`src/rtl/trace_commit_sched.sv`:
```
// rtl/trace_commit_sched.sv - commit-event filter, FWFT trace FIFO and end-of-run sequencer
// Optional per-record cycle stamp: TRACE_CYCLE_STAMP_EN
`timescale 1ns/1ps
module trace_commit_sched #(
    parameter int          DEPTH  = 16,
    parameter logic [31:0] END_PC = 32'h1c000144,
    parameter int          WE_W   = 4
`ifdef TRACE_CYCLE_STAMP_EN
    , localparam int       REC_W  = 166 + WE_W
`else
    , localparam int       REC_W  = 134 + WE_W
`endif
) (
    input  logic              clk,
    input  logic              rst_n,
    input  logic              ev_valid,
    input  logic [31:0]       ev_pc,
    input  logic              ev_rf_en,
    input  logic [4:0]        ev_rf_addr,
    input  logic [31:0]       ev_rf_data,
    input  logic [WE_W-1:0]   ev_ram_we,
    input  logic [31:0]       ev_ram_a,
    input  logic [31:0]       ev_ram_d,
    output logic              ev_stall,
    output logic              tr_valid,
    input  logic              tr_ready,
    output logic [REC_W-1:0]  tr_data,
    output logic              done,
    output logic [15:0]       drop_cnt
);

    localparam int AW = $clog2(DEPTH);
    localparam logic [AW:0] FULL_CNT = (AW+1)'(DEPTH);

    typedef enum logic [1:0] {S_RUN, S_DRAIN, S_DONE} state_t;

    state_t            state;
    logic [REC_W-1:0]  mem [DEPTH];
    logic [AW-1:0]     wptr;
    logic [AW-1:0]     rptr;
    logic [AW:0]       count;
    logic [REC_W-1:0]  rec;

    logic accept;
    logic recordable;
    logic terminal;
    logic push;
    logic drop;
    logic pop;

`ifdef TRACE_CYCLE_STAMP_EN
    logic [31:0] cycle_cnt;

    always_ff @(posedge clk or negedge rst_n) begin
        if (!rst_n)
            cycle_cnt <= '0;
        else if (state != S_DONE)
            cycle_cnt <= cycle_cnt + 32'd1;
    end

    assign rec = {ev_pc, ev_rf_en, ev_rf_addr, ev_rf_data, ev_ram_we, ev_ram_a, ev_ram_d, cycle_cnt};
`else
    assign rec = {ev_pc, ev_rf_en, ev_rf_addr, ev_rf_data, ev_ram_we, ev_ram_a, ev_ram_d};
`endif

    // Stall depends only on registered state, so a same-cycle pop never opens a slot.
    assign ev_stall   = (count == FULL_CNT) || (state != S_RUN);
    assign accept     = ev_valid && !ev_stall;
    assign recordable = (ev_rf_en && (ev_rf_addr != 5'd0)) || (ev_ram_we != '0);
    assign terminal   = accept && (ev_pc == END_PC);
    assign push       = accept && recordable && !terminal;
    assign drop       = accept && !recordable && !terminal;

    assign tr_valid   = (count != '0) && (state != S_DONE);
    assign tr_data    = tr_valid ? mem[rptr] : '0;
    assign pop        = tr_valid && tr_ready;

    always_ff @(posedge clk) begin
        if (push)
            mem[wptr] <= rec;
    end

    always_ff @(posedge clk or negedge rst_n) begin
        if (!rst_n) begin
            state    <= S_RUN;
            done     <= 1'b0;
            wptr     <= '0;
            rptr     <= '0;
            count    <= '0;
            drop_cnt <= '0;
        end else begin
            if (push)
                wptr <= wptr + AW'(1);
            if (pop)
                rptr <= rptr + AW'(1);

            case ({push, pop})
                2'b10:   count <= count + (AW+1)'(1);
                2'b01:   count <= count - (AW+1)'(1);
                default: count <= count;
            endcase

            if (drop && (drop_cnt != 16'hFFFF))
                drop_cnt <= drop_cnt + 16'd1;

            case (state)
                S_RUN: begin
                    if (terminal)
                        state <= S_DRAIN;
                end
                S_DRAIN: begin
                    if (count == '0) begin
                        state <= S_DONE;
                        done  <= 1'b1;
                    end
                end
                default: begin
                    state <= S_DONE;
                    done  <= 1'b1;
                end
            endcase
        end
    end

endmodule
```
`config.mk`:
```
export PLATFORM = sky130hd
export DESIGN_NAME = trace_commit_sched
export DESIGN_NICKNAME = d
export VERILOG_FILES = /design/src/rtl/trace_commit_sched.sv
export SDC_FILE = /design/constraint.sdc
export NUM_CORES = 2
export LEC_CHECK = 0
export ABC_AREA = 0
export ABC_CLOCK_PERIOD_IN_PS = 15100
export CAP_MARGIN = 5
export CORE_AREA = 2 2 378 380
export DETAILED_ROUTE_END_ITERATION = 12
export DIE_AREA = 0 0 380 382
export GPL_TIMING_DRIVEN = 0
export PLACE_DENSITY = 0.78
export SYNTH_ARGS = -nofsm -noshare
export SYNTH_HDL_FRONTEND = slang
export SYNTH_SLANG_ARGS = --single-unit
```
`constraint.sdc`:
```
create_clock -name clk -period 15.1 [get_ports clk]
set_clock_uncertainty 0.2 [all_clocks]
set_input_delay 3.02 -clock clk [delete_from_list [all_inputs] [get_ports clk]]
set_output_delay 3.02 -clock clk [all_outputs]
set_load 0.03 [all_outputs]
```
==> metrics.md <==
| Metric | Value |
|---|---|
| DIE AREA | 0.1452 mm^2 |
| Period minus WS final | 8347 ps |
| VDD IR max | 0.1332 mV |
| R2R depth | 14 |
| Mapped cell area | 0.08541 mm^2 |
| Critical Path AT | 5130 ps |
| Power density over cell area | 198.6 mW/mm^2 |
| H-tree levels | 4 |
| Initial core utilization | 0.6062 |
| Top FF cell, synth | edfxtp_1 |
| Hold Violations, Final | 0 |
| Die H | between 300 and 400 um |
| WL final | 218.6 mm |
| EDFF count, synth | about 2200 |
| HPWL after DPL | approximately 130 mm |
| Synth warn | 0 |
| Synth top area share | 0.7763 |
| DRC violations left | 0 |
| Initial antenna violation count | 37 |
| Remaining antenna violation count | 0 |
| Area contributors post-synth | edfxtp_1, mux4_2, nor2b_1, dfrtp_1, clkbuf_1 |
| Syn avg cell area | 25.03 um^2 |
| Clk sink count | 2240 |
| RSZ-0062 raised after global routing | no |
| DRT Pass-1 Iters | 6 |
| Worst path required time | 11880 ps |
| Post-CTS sizing | 0 |
| Via count | approximately 42000 |
| # hold bufs at CTS | 0 |
| Synth top cells by count | edfxtp_1, mux4_2, nor2b_1 |
| CTS Buf Count | between 200 and 250 |
| Seq/Total Area, Yosys | 0.7857 |
| Yosys top cell by area | edfxtp_1 |
| Fill count | 7820 |
| Worst-Skew Late Latency | 840 ps |
| Leakage | 31.64 nW |
| Least-Margin Pin Slew | roughly 1200 ps |
| Dpl cells | around 5800 |
| Port buffer count | 298 |
| Syn nets | approximately 3600 |
| CORE AREA | 0.1409 mm^2 |
| Outcome | finished, final reports clean |
| Setup_tns | 0 ps |
| Largest net degree at the start of global routing | 33 |
| Vias in the first global route | 42750 |
| Max_cap viols | 0 |
| Fmax achieved | 0.1198 GHz |
| First-pass GRT wire length | roughly 310 mm |
| Vias/cell | 6.742 |
| Worst slew margin | 0.1718 |
| Setup crit end kind | output pin |
| Max-slew violations | 0 |
| Post-layout util | 0.7129 |
| Clk slew on worst S/H paths | 70 ps |
| Total GRT Usage | 0.3054 |
| #FFs+latches synth | between 2000 and 2500 |
| GPL Wtd Cong | 0.7487 |
| Post-route clock period utilization | 0.5528 |
| Distinct cells, synth | 41 |
| Clock root buffer | clkbuf_16 |
| Iter 0 DRT Violations | 6230 |
| Mapped Cells | 3412 |
| Core Rows | 138 |
| GRT Residual Overflow | 0 |
| Ratio of cells with drive above 1 in the final layout | 0.2948 |
| Post-CTS Setup Inserts | 0 |
| Fin nets | 4246 |
| CP startpoint kind | register |
| Final hold slack | 270.9 ps |
| Routed WL per cell | 35.41 um |
| CTS tree | built |
| Hold path depth | 1 |
| Post-synth ARST share | 0.01429 |
| Area growth syn-to-layout | 17.61% |
| CTS max path bufs | 3 |
| IO Count | 299 |
| Die width | around 380 um |
| Final Non-Filler Cells | 6173 |
| Critical path peak fanout | 10 |
| Setup violations, final | 0 |
| Most instantiated library cell after synthesis | edfxtp_1 |
| Worst hold path type | reg2reg |
| Crit path kind | reg2out |
-- kinds of logic after synthesis --
group	share of synthesized area
AOI/OAI and AO/OA	0.001934
xor gates and xnor gates	0.002666
adders and majority gates	0.001465
buffers and inverters	0.009800
DFF	0.7857
muxes	0.1825
and+or+nand+nor	0.01601
-- metal layers --
| metal | up-vias | part of all wire | track usage | wire [um] |
|---|---|---|---|---|
| met3 | 462 | 0.12 | 0.07275 | 25170 |
| met5 | - | 0.00095 | 0 | 207 |
| met4 | 30 | 0.036 | 0.1143 | 7960 |
| met1 | 21980 | 0.36 | 0.4250 | 78350 |
| met2 | 2983 | 0.49 | 0.4814 | 106900 |
| li1 | 16160 | - | - | - |
-- flip-flops by register name, summed over array words and instances, names as in the netlist --
signal	cells
count	5
done	1
drop_cnt	16
mem	2208
rptr	4
state	2
wptr	4
-- final cells by class --
| type | instances | area, um^2 | share of cell area |
|---|---|---|---|
| Sequential cell | 2240 | 67100 | 0.6680 |
| Multi-Input combinational cell | 984 | 17580 | 0.1750 |
| Timing Repair Buffer | 471 | 5843 | 0.05817 |
| Clock buffer | 251 | 5494 | 0.05469 |
| Tap cell | 1890 | 2365 | 0.02354 |
| Clock inverter | 127 | 1166 | 0.01161 |
| Buffer | 178 | 805.8 | 0.008022 |
| Antenna cell | 22 | 55.05 | 0.0005481 |
| Inverter | 10 | 37.54 | 0.0003737 |
-- cell usage in the layout (no fill, tap or decap), types with 21 or more instances in the layout --
cell	netlist	routed
edfxtp_1	2208	2208
buf_6	7	79
dfrtp_1	32	32
buf_2	63	65
buf_12	0	69
clkinv_1	0	47
mux4_2	690	690
clkinv_2	0	40
clkbuf_1	99	131
nor2b_1	139	139
bufinv_16	0	21
clkdlybuf4s50_1	0	297
clkbuf_16	0	214
diode_2	0	22
-- where the power goes --
part	leakage [nW]	total, mW	switching (mW)	internal (mW)
combinational	8.07	7.26	4.07	3.19
sequential	20.3	7.50	0.132	7.37
clock	3.25	5.19	2.25	2.94
-- worst paths after layout --
path / from / end / slack (ps)
min: done / done / 270
max in group asynchronous: rst_n / count[3] / 12120
max: rptr[1] / tr_data[64] / 6750
min reg2reg: done / done / 270
min in group asynchronous: rst_n / count[4] / 2070
max reg2reg: count[2] / mem[3][71] / 10740
-- stage by stage --
step                power [mW]  cell area (um^2)  setup slack (ps)
floorplan                12.07             85410             886.3
global placement         14.74             90760            -13180
detailed placement       14.76             93710              7092
CTS                      20.02            100400              6706
global route             20.51            100400              6661
finish                   19.95            100500              6753
-- critical path, cell delays in order, from the launching register on --
cell,delay (ps)
dfrtp_1,400
clkbuf_1,210
clkbuf_1,920
clkbuf_1,780
mux4_2,370
mux4_2,220
nor2b_1,580
clkdlybuf4s50_1,800
Power figures use the tool's default switching activity.
